File: src/rtl/result_pipe.sv
// Result pipeline: carries register writes through DEPTH stages
// and forwards in-flight results to lookup ports.
module result_pipe #(
    parameter int DATA_W = 32,
    parameter int ADDR_W = 5,
    parameter int DEPTH  = 3,
    parameter int NUM_RD = 2
) (
    input  logic                     clk,
    input  logic                     rst,
    input  logic                     in_wreg,
    input  logic [ADDR_W-1:0]        in_wd,
    input  logic [DATA_W-1:0]        in_wdata,
    input  logic [DEPTH-1:0]         stall,
    input  logic                     flush,
    input  logic [NUM_RD*ADDR_W-1:0] rd_addr,
    output logic [NUM_RD-1:0]        fwd_hit,
    output logic [NUM_RD*DATA_W-1:0] fwd_data,
    output logic                     wb_wreg,
    output logic [ADDR_W-1:0]        wb_wd,
    output logic [DATA_W-1:0]        wb_wdata,
    output logic [31:0]              retire_cnt
);

    logic [DEPTH-1:0]  st_wreg;
    logic [ADDR_W-1:0] st_wd    [DEPTH];
    logic [DATA_W-1:0] st_wdata [DEPTH];

    always_ff @(posedge clk or posedge rst) begin
        if (rst) begin
            st_wreg <= '0;
            for (int k = 0; k < DEPTH; k++) begin
                st_wd[k]    <= '0;
                st_wdata[k] <= '0;
            end
        end else if (flush) begin
            st_wreg <= '0;
            for (int k = 0; k < DEPTH; k++) begin
                st_wd[k]    <= '0;
                st_wdata[k] <= '0;
            end
        end else begin
            if (!stall[0]) begin
                st_wreg[0]  <= in_wreg;
                st_wd[0]    <= in_wd;
                st_wdata[0] <= in_wdata;
            end
            // A stalled upstream stage leaves a bubble behind a moving one.
            for (int k = 1; k < DEPTH; k++) begin
                if (!stall[k]) begin
                    if (stall[k-1]) begin
                        st_wreg[k]  <= 1'b0;
                        st_wd[k]    <= '0;
                        st_wdata[k] <= '0;
                    end else begin
                        st_wreg[k]  <= st_wreg[k-1];
                        st_wd[k]    <= st_wd[k-1];
                        st_wdata[k] <= st_wdata[k-1];
                    end
                end
            end
        end
    end

    always_ff @(posedge clk or posedge rst) begin
        if (rst) begin
            retire_cnt <= '0;
        end else if (wb_wreg && !stall[DEPTH-1] && !flush) begin
            retire_cnt <= retire_cnt + 32'd1;
        end
    end

    assign wb_wreg  = st_wreg[DEPTH-1];
    assign wb_wd    = st_wd[DEPTH-1];
    assign wb_wdata = st_wdata[DEPTH-1];

    genvar p;
    for (p = 0; p < NUM_RD; p++) begin : g_port
        logic [ADDR_W-1:0] addr;
        logic              hit;
        logic [DATA_W-1:0] data;

        assign addr = rd_addr[p*ADDR_W +: ADDR_W];

        // Scan oldest to youngest so the youngest match overrides.
        always_comb begin
            hit  = 1'b0;
            data = '0;
            if (addr != '0) begin
                for (int k = DEPTH - 1; k >= 0; k--) begin
                    if (st_wreg[k] && st_wd[k] == addr) begin
                        hit  = 1'b1;
                        data = st_wdata[k];
                    end
                end
                if (in_wreg && in_wd == addr) begin
                    hit  = 1'b1;
                    data = in_wdata;
                end
            end
        end

        assign fwd_hit[p]                  = hit;
        assign fwd_data[p*DATA_W +: DATA_W] = data;
    end

endmodule

File: config.mk
export PLATFORM = sky130hd
export DESIGN_NAME = result_pipe
export DESIGN_NICKNAME = d
export VERILOG_FILES = /design/src/rtl/result_pipe.sv
export SDC_FILE = /design/constraint.sdc
export NUM_CORES = 1
export LEC_CHECK = 0
export BUFFER_PORTS_ARGS = -buffer_cell sky130_fd_sc_hd__clkbuf_2
export CELL_PAD_IN_SITES_DETAIL_PLACEMENT = 1
export CELL_PAD_IN_SITES_GLOBAL_PLACEMENT = 2
export CORE_MARGIN = 2
export CORE_UTILIZATION = 35
export DETAILED_ROUTE_END_ITERATION = 6
export PLACE_DENSITY = 0.77
export SYNTH_ARGS = -nofsm -noshare
export SYNTH_HDL_FRONTEND = slang
export SYNTH_SLANG_ARGS = --single-unit
export TNS_END_PERCENT = 5
File: constraint.sdc
create_clock -name clk -period 5.9 [get_ports clk]
set_input_delay 1.18 -clock clk [delete_from_list [all_inputs] [get_ports clk]]
set_output_delay 1.18 -clock clk [all_outputs]
set_load 0.02 [all_outputs]
==> results.cfg <==
[worst_setup_path]
ff2ff_setup_slack_ps = 3840
cp_max_fo = 25
crit_type = input port to output port
crit_required_ps = 4720
r2r_end = retire_cnt[29]
setup.worst_path.start = rd_addr[7]
critPathLaunchType = input port
reg2regPathDepth = 5
worstSetupEndpoint = fwd_data[62]
endpoint_kind = output port
r2r-start = st_wreg[2]
critPathArrivalTime_ps = 3680

[cts]
tritoncts = yes
path_clk_slew_ps = 60
post_cts_buffers = 0
root_buffer = clkbuf_16
cts_sinks = 146
clk_path_buf_depth = 2
cts.repair.resized = 0
clock_latency_ps = 430
hold_buffers = 0
cts_inserted_buffers = 17
htree_levels = 4

[grt]
grt_max_degree = 103
grt_util_all_layers_pct = 22.40
antenna_found_initial = 0
grt-ovfl-total = 0
first_global_vias = 7461
grt_pass1_wl_um = 45250

[logic_synthesis]
synth_top_area_share_pct = 41.34
syn_inst = 835
ys_seq_area_share_pct = 41.34
syn_avg_cell_area_um2 = 10.58
ys_async_sr_fraction_pct = 100.0
netlist_area_um2 = 8837
yosys.area.top_type = dfrtp_1
synth_ff_type = dfrtp_1
yosysMostFrequentCell = dfrtp_1
synth_seq_cells = 146
synth_edf_count = 0
synthTopCellsByArea = dfrtp_1 (41%), o31ai_2 (8.5%), a22o_1 (7.5%), xnor2_1 (5.7%), a221oi_2 (5.6%)
synth_nets = 890
yosys-top-cells-count = dfrtp_1 (146), nor2_1 (112), nand2_1 (82), a22o_1 (76), o31ai_2 (60)
yosysWarnings = 0
synth_cell_types = 37

[die]
fp.dieH_um = 162.9
core_um2 = 24960
core.rowCount = 58
die_x_um = 162.9
start_util_pct = 35.40
io_pins = 190
dieArea_um2 = 26540

[drt]
ant_nets = 0
first_iter_violations = 372
routed_wl_um = 29380
avgRoutedWirePerCell_um = 22.79
drc = 0
dr.pass1.iters = 4
via_count = 7235
drt-vias-per-instance = 5.613

[sta]
slew_viol_final = 0
setup_viol = 0
fin_crit_sh_pct = 82.39
fin_skew_ps = 9.254
fin_ws_ps = 1039
slew_headroom_pct = 22.30
tightestPinTransition_ps = 1163
rsz0062_at_grt = no
fin_crit_ps = 4861
fin_tns_setup_ps = 0
max_freq_mhz = 205.7
hold_violations = 0

[hold_path]
hold_class = flip-flop to flip-flop

[pwr]
leakage_nw = 4.847
power_density_nw_per_um2 = 226.3
peakVddDrop_v = 0.0001642

[finish]
drive_gt1_share_pct = 36.91
fill_cells = 2849
utilization_pct = 40.97
n_antenna_cell = 0
final_nets = 1001
area_growth_pct = 15.73

[placed_design]
gp_congestion = 0.8253
dp_worst_setup_slack_ps = 1037
hpwl_um = 18890
port_buffers = 189

[job]
maxCapViolCount = 0

[status]
run_status = finished, final reports clean
==> where the power goes <==
group	switching [mW]	internal (mW)
Combinational	0.142	0.0696
Sequential	0.0283	1.02
Clock	0.494	0.557
Total	0.665	1.65
==> registers in the layout (all words and copies together), names as in the netlist <==
name        flops
wb_wd           5
st_wreg         3
st_wd          10
wb_wdata       32
st_wdata       64
retire_cnt     32
==> worst min-delay path by stage <==
stage | depth (start not counted) | endpoint | start
global route | 1 | retire_cnt[25] | retire_cnt[25]
finish | 1 | retire_cnt[31] | retire_cnt[31]
detailed placement | 1 | retire_cnt[31] | retire_cnt[31]
CTS | 1 | retire_cnt[31] | retire_cnt[31]
global placement | 1 | retire_cnt[31] | retire_cnt[31]
floorplan | 1 | st_wreg[1] | st_wreg[0]
==> per-stage QoR <==
step,hold WS [ps],cell area [um^2],power [mW],std cells
finish,496.8,10230,2.314,1289
global placement,464.0,9663,1.281,1257
floorplan,508.7,8837,1.200,835
detailed placement,473.8,9663,1.283,1257
CTS,486.7,10230,2.339,1289
global route,511.8,10230,2.405,1289
==> area by class of cell <==
cell class	instances	area, um^2	share of cell area, %
clock buffer	17	425.4	4.160
inverter	1	8.758	0.08564
multi-input combinational	572	4487	43.87
sequential	146	3654	35.72
clock inverter	15	138.9	1.358
tap	330	412.9	4.037
timing repair buffer	208	1101	10.77
==> routing by layer <==
metal	part of all wire, %	vias to the layer above	GRT usage [%]
li1	-	3248	-
met1	46	3776	30.05
met2	49	188	38.02
met3	4.1	23	3.489
met4	1.1	0	5.270
met5	0	-	0
==> cells by family after synthesis <==
family,share of synthesized area (%)
compound gates,25.78
xor+xnor,7.037
fa+ha+maj,0.1416
buf+inv,8.906
flops,41.34
mux,4.431
simple gates,12.36
==> critical path, stage by stage <==
cell      delay (ps)
clkbuf_2         150
xor2_1           170
nor4_2           410
and3_2           820
buf_4            340
a221oi_1         110
o31ai_1          280
clkbuf_2         210
==> layout by cell type (no fill, tap or decap), types with 2 or more instances in the layout <==
| cell type | instances |
|---|---|
| a221oi_1 | 31 |
| or2_2 | 2 |
| inv_8 | 3 |
| xor2_1 | 13 |
| and3_2 | 2 |
| xnor2_1 | 58 |
| nand3_1 | 12 |
| nor3_2 | 4 |
| clkinvlp_4 | 3 |
| a311oi_4 | 2 |
| a22o_1 | 76 |
| a221oi_2 | 33 |
| o21bai_4 | 2 |
| inv_6 | 7 |
| o22ai_1 | 2 |
| and2_1 | 3 |
| clkbuf_2 | 188 |
| buf_4 | 18 |
| nor2_4 | 2 |
| nor4_2 | 2 |
| nor3_1 | 3 |
| nor2b_4 | 2 |
| clkbuf_16 | 17 |
| mux2i_1 | 38 |
| and3_1 | 3 |
| dfrtp_1 | 146 |
| o31ai_2 | 60 |
| o31ai_1 | 4 |
| nand4_1 | 15 |
| nand2_1 | 82 |
| and4_1 | 4 |
| nor2_1 | 110 |
| or4_1 | 2 |
(Power assumes the default switching activity.)
